### src/rtl/fetch_unit.sv
// rtl/fetch_unit.sv - instruction fetch stage: sequential PC issue, response FIFO, branch redirect
module fetch_unit #(
    parameter logic [31:0] RESET_PC = 32'h0000_0000,
    parameter int          DEPTH    = 4
) (
    input  logic        clk,
    input  logic        reset,
    input  logic        stall,
    input  logic        br_taken,
    input  logic [31:0] br_target,
    output logic        imem_req,
    output logic [31:0] imem_addr,
    input  logic        imem_ready,
    input  logic        imem_rvalid,
    input  logic [31:0] imem_rdata,
    output logic [31:0] pc,
    output logic [31:0] inst,
    output logic        inst_valid
);
    localparam int             CW      = $clog2(DEPTH + 1);
    localparam int             PW      = $clog2(DEPTH);
    localparam logic [CW:0]    DEPTH_C = (CW + 1)'(DEPTH);
    localparam logic [31:0]    NOP     = 32'h0000_0013;

    logic [31:0]   fetch_pc;
    logic [31:0]   resp_pc;
    logic [31:0]   fifo_pc   [DEPTH];
    logic [31:0]   fifo_inst [DEPTH];
    logic [PW-1:0] rd_ptr;
    logic [PW-1:0] wr_ptr;
    logic [CW-1:0] count;
    logic [CW-1:0] outstanding;
    logic [CW-1:0] drop_cnt;
    logic [CW:0]   occupancy;
    logic [31:0]   br_pc;
    logic          accept;
    logic          resp;
    logic          push;
    logic          pop;

    // In-flight requests reserve FIFO slots, so the FIFO can never overflow.
    assign occupancy  = {1'b0, count} + {1'b0, outstanding};
    assign imem_req   = !reset && !br_taken && (occupancy < DEPTH_C);
    assign imem_addr  = fetch_pc;
    assign accept     = imem_req && imem_ready;
    assign resp       = imem_rvalid && (outstanding != '0);
    assign push       = resp && (drop_cnt == '0) && !br_taken;
    assign inst_valid = (count != '0);
    assign pop        = inst_valid && !stall && !br_taken;
    assign br_pc      = br_target & ~32'h0000_0003;

    always_ff @(posedge clk) begin
        if (reset) begin
            fetch_pc    <= RESET_PC;
            resp_pc     <= RESET_PC;
            count       <= '0;
            rd_ptr      <= '0;
            wr_ptr      <= '0;
            outstanding <= '0;
            drop_cnt    <= '0;
        end else begin
            outstanding <= outstanding + CW'(accept) - CW'(resp);
            if (br_taken) begin
                // Everything still in flight after this cycle belongs to the old path.
                fetch_pc <= br_pc;
                resp_pc  <= br_pc;
                count    <= '0;
                rd_ptr   <= '0;
                wr_ptr   <= '0;
                drop_cnt <= outstanding - CW'(resp);
            end else begin
                if (accept) begin
                    fetch_pc <= fetch_pc + 32'd4;
                end
                if (resp && (drop_cnt != '0)) begin
                    drop_cnt <= drop_cnt - CW'(1);
                end
                if (push) begin
                    resp_pc <= resp_pc + 32'd4;
                    wr_ptr  <= wr_ptr + PW'(1);
                end
                if (pop) begin
                    rd_ptr <= rd_ptr + PW'(1);
                end
                count <= count + CW'(push) - CW'(pop);
            end
        end
    end

    always_ff @(posedge clk) begin
        if (push) begin
            fifo_pc[wr_ptr]   <= resp_pc;
            fifo_inst[wr_ptr] <= imem_rdata;
        end
    end

    assign pc   = inst_valid ? fifo_pc[rd_ptr]   : 32'h0000_0000;
    assign inst = inst_valid ? fifo_inst[rd_ptr] : NOP;

endmodule

### config.mk
export PLATFORM = sky130hd
export DESIGN_NAME = fetch_unit
export DESIGN_NICKNAME = d
export VERILOG_FILES = /design/src/rtl/fetch_unit.sv
export SDC_FILE = /design/constraint.sdc
export NUM_CORES = 1
export LEC_CHECK = 0
export CORE_UTILIZATION = 35
export DETAILED_ROUTE_END_ITERATION = 10
export PLACE_DENSITY = 0.67
export SYNTH_ARGS = -nofsm -noshare
export SYNTH_HDL_FRONTEND = slang
export SYNTH_SLANG_ARGS = --single-unit
### constraint.sdc
create_clock -name clk -period 2.92 [get_ports clk]
set_input_delay 0.292 -clock clk [delete_from_list [all_inputs] [get_ports clk]]
set_output_delay 0.292 -clock clk [all_outputs]
set_load 0.1 [all_outputs]
==> impl_metrics.py, run 1 <==
metrics = {
    "yosys": {
        "synthFlopType": "edfxtp_1",
        "yosysSeqAreaShare_pct": 65.92,
        "syn_area_sq_mm": 0.01357,
        "async_flop_share_pct": 0,
        "yosys_warnings": 0,
        "syn_area_per_cell_sq_um": 14.95,
        "synth-seq-cells": 323,
        "synth_edf_count": 248,
        "synth_cell_type_count": 50,
        "synthCells": 908,
    },
    "global_routing": {
        "antenna_found_initial": 0,
        "grt_usage_pct": 15.53,
        "grt_pass1_wl_mm": 46.95,
        "grt_max_degree": 64,
        "grt_pass1_vias": 8295,
        "grt-ovfl-total": 0,
    },
    "setup_path": {
        "critPathMaxStageDelay_ns": 0.64,
        "reg2regPathDepth": 7,
        "crit_chain": "buf_4 > mux4_2 > or2_2 > buf_12",
        "required_ns": 2.63,
        "critPathKind": "reg2out",
        "crit_arrival_ns": 2.45,
        "cp_slowest_cell": "dfxtp_4",
        "cp-start-kind": "flop",
        "endpoint_kind": "primary output",
        "cp_max_fo": 19,
    },
    "route": {
        "drt-initial-drc-count": 419,
        "first_pass_iters": 5,
        "ant_nets": 0,
        "wirelength_mm": 30.03,
        "routedWlPerCell_microns": 18.57,
        "viasPerCell": 5.067,
        "dr_total_vias": 8194,
        "drc": 0,
    },
    "sta": {
        "clock_skew_ns": 0.01836,
        "fin_tns_setup_ns": 0,
        "rsz0062_at_grt": "false",
        "setup_viol": 0,
        "relSlewSlack_pct": 60.64,
        "fmax_mhz": 364.9,
        "hold_violations": 0,
        "worst_slew_pin_slew_ns": 0.5904,
        "fin_crit_sh_pct": 93.86,
        "fin_ws_ns": 0.1793,
        "final_max_slew_viol_count": 0,
        "period_needed_ns": 2.741,
    },
    "die": {
        "die_width_microns": 198.9,
        "ios": 168,
        "initial_core_util_pct": 35.79,
        "rows": 71,
        "fp.dieArea_sq_mm": 0.03958,
        "core-area_sq_mm": 0.03793,
        "die_h_microns": 198.9,
    },
    "cts": {
        "cts_hold_buf": 0,
        "ctsLongestPathBuffers": 3,
        "root_buffer": "clkbuf_16",
        "clkLatencyLatePin_ns": 0.52,
        "clk_pin_slew_ns": 0.06,
        "numCtsBuffers": 36,
        "cts_resized": 0,
        "cts-htree-levels": 2,
        "cts.sinks": 323,
        "tritoncts": "yes",
        "post_cts_buffers": 0,
    },
    "finish": {
        "drive_above_1_share_pct": 27.85,
        "multi_input_area_sq_mm": 0.004405,
        "final_cell_mix": "edfxtp_1, buf_4, dfxtp_1",
        "final_nets": 1171,
        "ff_latch_area_sq_mm": 0.008954,
        "final_common_cell": "edfxtp_1",
        "fillCellCount": 3372,
        "area_delta_synth_final_pct": 26.68,
        "n_antenna_cell": 0,
    },
    "pwr": {
        "leakage_nw": 5.748,
        "pwr_density_cell_mw_per_mm2": 672.8,
        "ir_worst_vdd_uv": 412.6,
    },
    "place": {
        "gp_congestion": 0.8425,
        "port-buffer-count": 161,
        "hpwl_mm": 19.41,
        "pre_cts_ws_ns": 0.1094,
    },
    "hold_path": {
        "min_path_type": "in2reg",
        "whs_path_depth": 1,
    },
    "run": {
        "drv_cap": 0,
    },
    "outcome": {
        "outcome": "completed",
    },
}
## synth_stat cells (2+ instances only)
library cell  count  area (sq um)
edfxtp_1        248          7447
dfxtp_1          75          1501
nor2b_1          63         394.1
mux4_2           62          1396
inv_1            42         157.7
clkbuf_1         36         135.1
xnor2_1          35         306.5
nand2_1          34         127.6
a21oi_1          29         145.1
nor2_1           29         108.9
a21boi_0         26         195.2
nand3_1          25         125.1
xor2_1           20         175.2
nor3_1           17         85.08
ha_1             16         200.2
nand4_1          15         93.84
and4_1           13         113.9
and3_1           12         75.07
nor4_1           11         68.82
a211oi_1         10         75.07
o31a_1           10         87.58
buf_1             9         33.78
a31oi_1           8         50.05
o22ai_1           8         50.05
and2_1            6         37.54
or2_2             6         37.54
buf_4             5         37.54
or3_1             4         25.02
a311oi_1          3         26.28
nand2b_1          3         18.77
o21ai_0           3         15.01
a21o_1            2         15.01
buf_2             2         10.01
fa_1              2         40.04
o211ai_1          2         15.01
o21bai_1          2         15.01
o31ai_1           2         15.01
## sequential cells by signal, indices dropped and copies added, names as in the netlist, 3 cells and up, named ones only
signal       flops
outstanding      3
imem_addr       30
drop_cnt         3
fifo_inst      128
fifo_pc        120
count            3
resp_pc         30
## layer usage
metal | track usage, % | share of wire [%]
met1 | 21.24 | 45
met2 | 24.97 | 46
met3 | 3.340 | 6.7
met4 | 4.131 | 1.8
met5 | 0 | 0
## layout make-up
cell class | count | area share (%)
multi-input combinational | 492 | 25.62
tap | 511 | 3.718
sequential | 323 | 52.07
clock buffer | 46 | 5.697
timing repair buffer | 187 | 10.86
clock inverter | 15 | 1.106
inverter | 43 | 0.9386
## worst paths after layout
kind             startpoint         endpoint  slack (ns)
max                    flop          inst[0]        0.18
max reg2reg  outstanding[2]    imem_addr[29]        0.34
min reg2reg       wr_ptr[1]        wr_ptr[1]        0.50
min           imem_rdata[7]  fifo_inst[0][7]        0.41
## per-stage QoR
| step | total power [mW] | hold slack, ns | instance area, sq um | utilization, % | cells |
|---|---|---|---|---|---|
| finish | 11.57 | 0.4057 | 17200 | 45.33 | 1617 |
| global route | 12.02 | 0.4113 | 17200 | 45.33 | 1617 |
| CTS | 11.71 | 0.3843 | 17200 | 45.33 | 1617 |
| detailed placement | 7.216 | 0.4927 | 16030 | 42.25 | 1556 |
| global placement | 7.185 | 0.4836 | 16030 | 42.25 | 1556 |
| floorplan | 6.671 | 0.3909 | 13730 | - | 911 |
## worst max-delay path: cells and delay by family, from the launching register on
family,cells,cell delay [ns]
multiplexers,1,0.51
AND/OR/NAND/NOR,1,0.32
buffers and inverters,2,0.47
flip-flops,1,0.64
## cells by family (layout without fill, tap and decap cells)
| kind of cell | after synthesis | in the layout | share of synthesized area (%) |
|---|---|---|---|
| adder cells (fa/ha/maj) | 18 | 18 | 1.770 |
| XOR/XNOR | 55 | 55 | 3.549 |
| AND/OR/NAND/NOR | 244 | 244 | 10.15 |
| multiplexers | 62 | 62 | 10.29 |
| other | 1 | 4 | 0.02763 |
| flip-flops | 323 | 323 | 65.92 |
| AO/OA/AOI/OAI | 109 | 109 | 5.429 |
| buffers and inverters | 96 | 291 | 2.867 |
## power by group
group | switching [mW] | total, mW | leakage (nW) | internal, mW
Sequential | 0.175 | 5.35 | 2.88 | 5.17
Combinational | 1.15 | 1.75 | 2.30 | 0.598
Clock | 1.74 | 4.47 | 0.569 | 2.73
Total | 3.07 | 11.6 | 5.75 | 8.50
Power figures use the tool's default switching activity.
==> run 2: changes to the inputs <==
--- a/config.mk
+++ b/config.mk
@@ -5,9 +5,9 @@
 export SDC_FILE = /design/constraint.sdc
 export NUM_CORES = 1
 export LEC_CHECK = 0
-export CORE_UTILIZATION = 35
+export CORE_UTILIZATION = 45
 export DETAILED_ROUTE_END_ITERATION = 10
-export PLACE_DENSITY = 0.67
+export PLACE_DENSITY = 0.79
 export SYNTH_ARGS = -nofsm -noshare
 export SYNTH_HDL_FRONTEND = slang
 export SYNTH_SLANG_ARGS = --single-unit
==> run 2 against run 1 <==
Net effect:
- cell count shrank 7.9%
- clock skew fell by 0.0039 ns
- sequential share of layout area grew 0.96 points
- count of clock-buffer cells in the layout unchanged
- via count decreased by 0.72%
- hold slack got worse by 0.0088 ns
==> impl_metrics.py, run 2 (same netlist as run 1, synthesis figures left out) <==
metrics = {
    "run": {
        "drv_cap": 0,
    },
    "setup_path": {
        "reg2regPathDepth": 7,
        "timing.rr.start": "outstanding[2]",
        "cp_max_fo": 12,
        "cp_top_family": "simple AND/OR/NAND/NOR gates",
        "r2r_setup_slack_ns": 0.31,
        "crit_chain": "ha_1 > nor4_4 > and3_1 > inv_2 > or4_4 > or4_1 > a311oi_1",
        "critPathKind": "reg2reg",
        "cp_slowest_cell": "or4_4",
        "reg2reg_to": "imem_addr[29]",
        "endpoint_kind": "flop",
        "crit_arrival_ns": 3.02,
        "required_ns": 3.33,
        "path_buf_inv": 1,
        "critPathMaxStageDelay_ns": 0.62,
        "cp-start-kind": "flop",
    },
    "global_routing": {
        "grt_max_degree": 64,
        "grt_pass1_vias": 8150,
        "grt_usage_pct": 18.47,
        "grt-ovfl-total": 0,
        "antenna_found_initial": 0,
        "grt_pass1_wl_mm": 44.27,
    },
    "place": {
        "gp_congestion": 0.8683,
        "pre_cts_ws_ns": 0.04340,
        "port-buffer-count": 161,
        "hpwl_mm": 17.24,
    },
    "finish": {
        "largest_reg_flops": 128,
        "drive_above_1_share_pct": 26.93,
        "n_antenna_cell": 0,
        "multi_input_area_sq_mm": 0.004405,
        "fin_util_pct": 56.97,
        "regMostFlops": "fifo_inst",
        "final_cell_mix": "edfxtp_1, buf_4, dfxtp_1",
        "final_common_cell": "edfxtp_1",
        "final_nets": 1161,
        "area_delta_synth_final_pct": 24.38,
        "top_regs": "fifo_inst x128, fifo_pc x120",
        "ff_latch_area_sq_mm": 0.008954,
        "fillCellCount": 2300,
    },
    "die": {
        "fp.dieArea_sq_mm": 0.03086,
        "die_h_microns": 175.7,
        "rows": 63,
        "initial_core_util_pct": 45.80,
        "ios": 168,
        "core-area_sq_mm": 0.02964,
        "die_width_microns": 175.7,
    },
    "cts": {
        "cts.sinks": 323,
        "numCtsBuffers": 34,
        "tritoncts": "yes",
        "post_cts_buffers": 0,
        "cts-htree-levels": 2,
        "clk_pin_slew_ns": 0.06,
        "clkLatencyLatePin_ns": 0.51,
        "root_buffer": "clkbuf_16",
        "cts_hold_buf": 0,
        "ctsLongestPathBuffers": 3,
        "cts_resized": 0,
    },
    "hold_path": {
        "whs_path_depth": 3,
        "min_from": "reset",
        "min_to": "outstanding[0]",
        "min_path_type": "in2reg",
    },
    "sta": {
        "setup_viol": 0,
        "fmax_mhz": 383.4,
        "worst_slew_pin_slew_ns": 0.5710,
        "fin_hold_ws_ns": 0.3969,
        "final_max_slew_viol_count": 0,
        "fin_crit_sh_pct": 89.32,
        "relSlewSlack_pct": 61.93,
        "clock_skew_ns": 0.01442,
        "fin_ws_ns": 0.3117,
        "fin_tns_setup_ns": 0,
        "period_needed_ns": 2.608,
        "rsz0062_at_grt": "false",
        "hold_violations": 0,
    },
    "route": {
        "routedWlPerCell_microns": 18.84,
        "drt-initial-drc-count": 807,
        "drc": 0,
        "dr_total_vias": 8135,
        "first_pass_iters": 5,
        "viasPerCell": 5.463,
        "wirelength_mm": 28.05,
        "ant_nets": 0,
    },
    "pwr": {
        "leakage_nw": 5.665,
        "pwr_density_cell_mw_per_mm2": 666.5,
        "ir_worst_vdd_uv": 339.7,
    },
    "outcome": {
        "outcome": "completed",
    },
}
## run 2: changes by cell type in the layout (fill, tap and decap cells not counted), moves of 2 or more
cell / previous run / this run
bufinv_16: 4 / 2
buf_4: 96 / 90
buf_12: 24 / 22
clkinv_2: 2 / 4
clkinv_1: 4 / 8
inv_6: 3 / 0
## run 2: report_power, final
part / total [mW] / switching [mW] / internal (mW)
sequential: 5.34 / 0.168 / 5.18
clock: 4.17 / 1.67 / 2.51
combinational: 1.74 / 1.15 / 0.591
## run 2: routing by layer
| layer | up-vias | share of wire (%) | wire (microns) | track usage, % |
|---|---|---|---|---|
| met2 | 332 | 47 | 13210 | 29.53 |
| met1 | 3980 | 43 | 12100 | 26.19 |
| met5 | - | 0 | 0 | 0 |
| li1 | 3779 | - | - | - |
| met3 | 44 | 8.0 | 2239 | 3.052 |
| met4 | 0 | 1.8 | 505 | 5.000 |
## run 2: how the worst max path moves through the flow
stage	startpoint	endpoint	slack, ns	cells past startpoint
after floorplan	drop_cnt[0]	fifo_inst[1][0]	0.02	5
after global placement	br_taken	outstanding[2]	0.09	11
after detailed placement	br_taken	imem_addr[29]	0.04	7
after CTS	flop	inst[1]	0.26	4
after global routing	outstanding[2]	imem_addr[29]	0.14	7
final	outstanding[2]	imem_addr[29]	0.31	7
## run 2: layout make-up
cell class / instances / share of cell area, %
clock buffer: 46 / 5.743
clock inverter: 16 / 0.7337
tap: 390 / 2.890
multi-input combinational: 492 / 26.09
sequential: 323 / 53.03
inverter: 43 / 0.9560
timing repair buffer: 179 / 10.55
## run 2: per-stage QoR
step                      instance area [sq um]  std cells  total power [mW]
final                                     16880       1489             11.25
after global routing                      16880       1489             11.63
after CTS                                 16880       1489             11.34
after detailed placement                  15790       1427             7.182
after global placement                    15790       1427             7.149
after floorplan                           13730        911             6.671
## run 2: tightest hold or removal path: stages
cell and delay [ns]:
buf_2 0.12, buf_4 0.29, nor2b_1 0.16
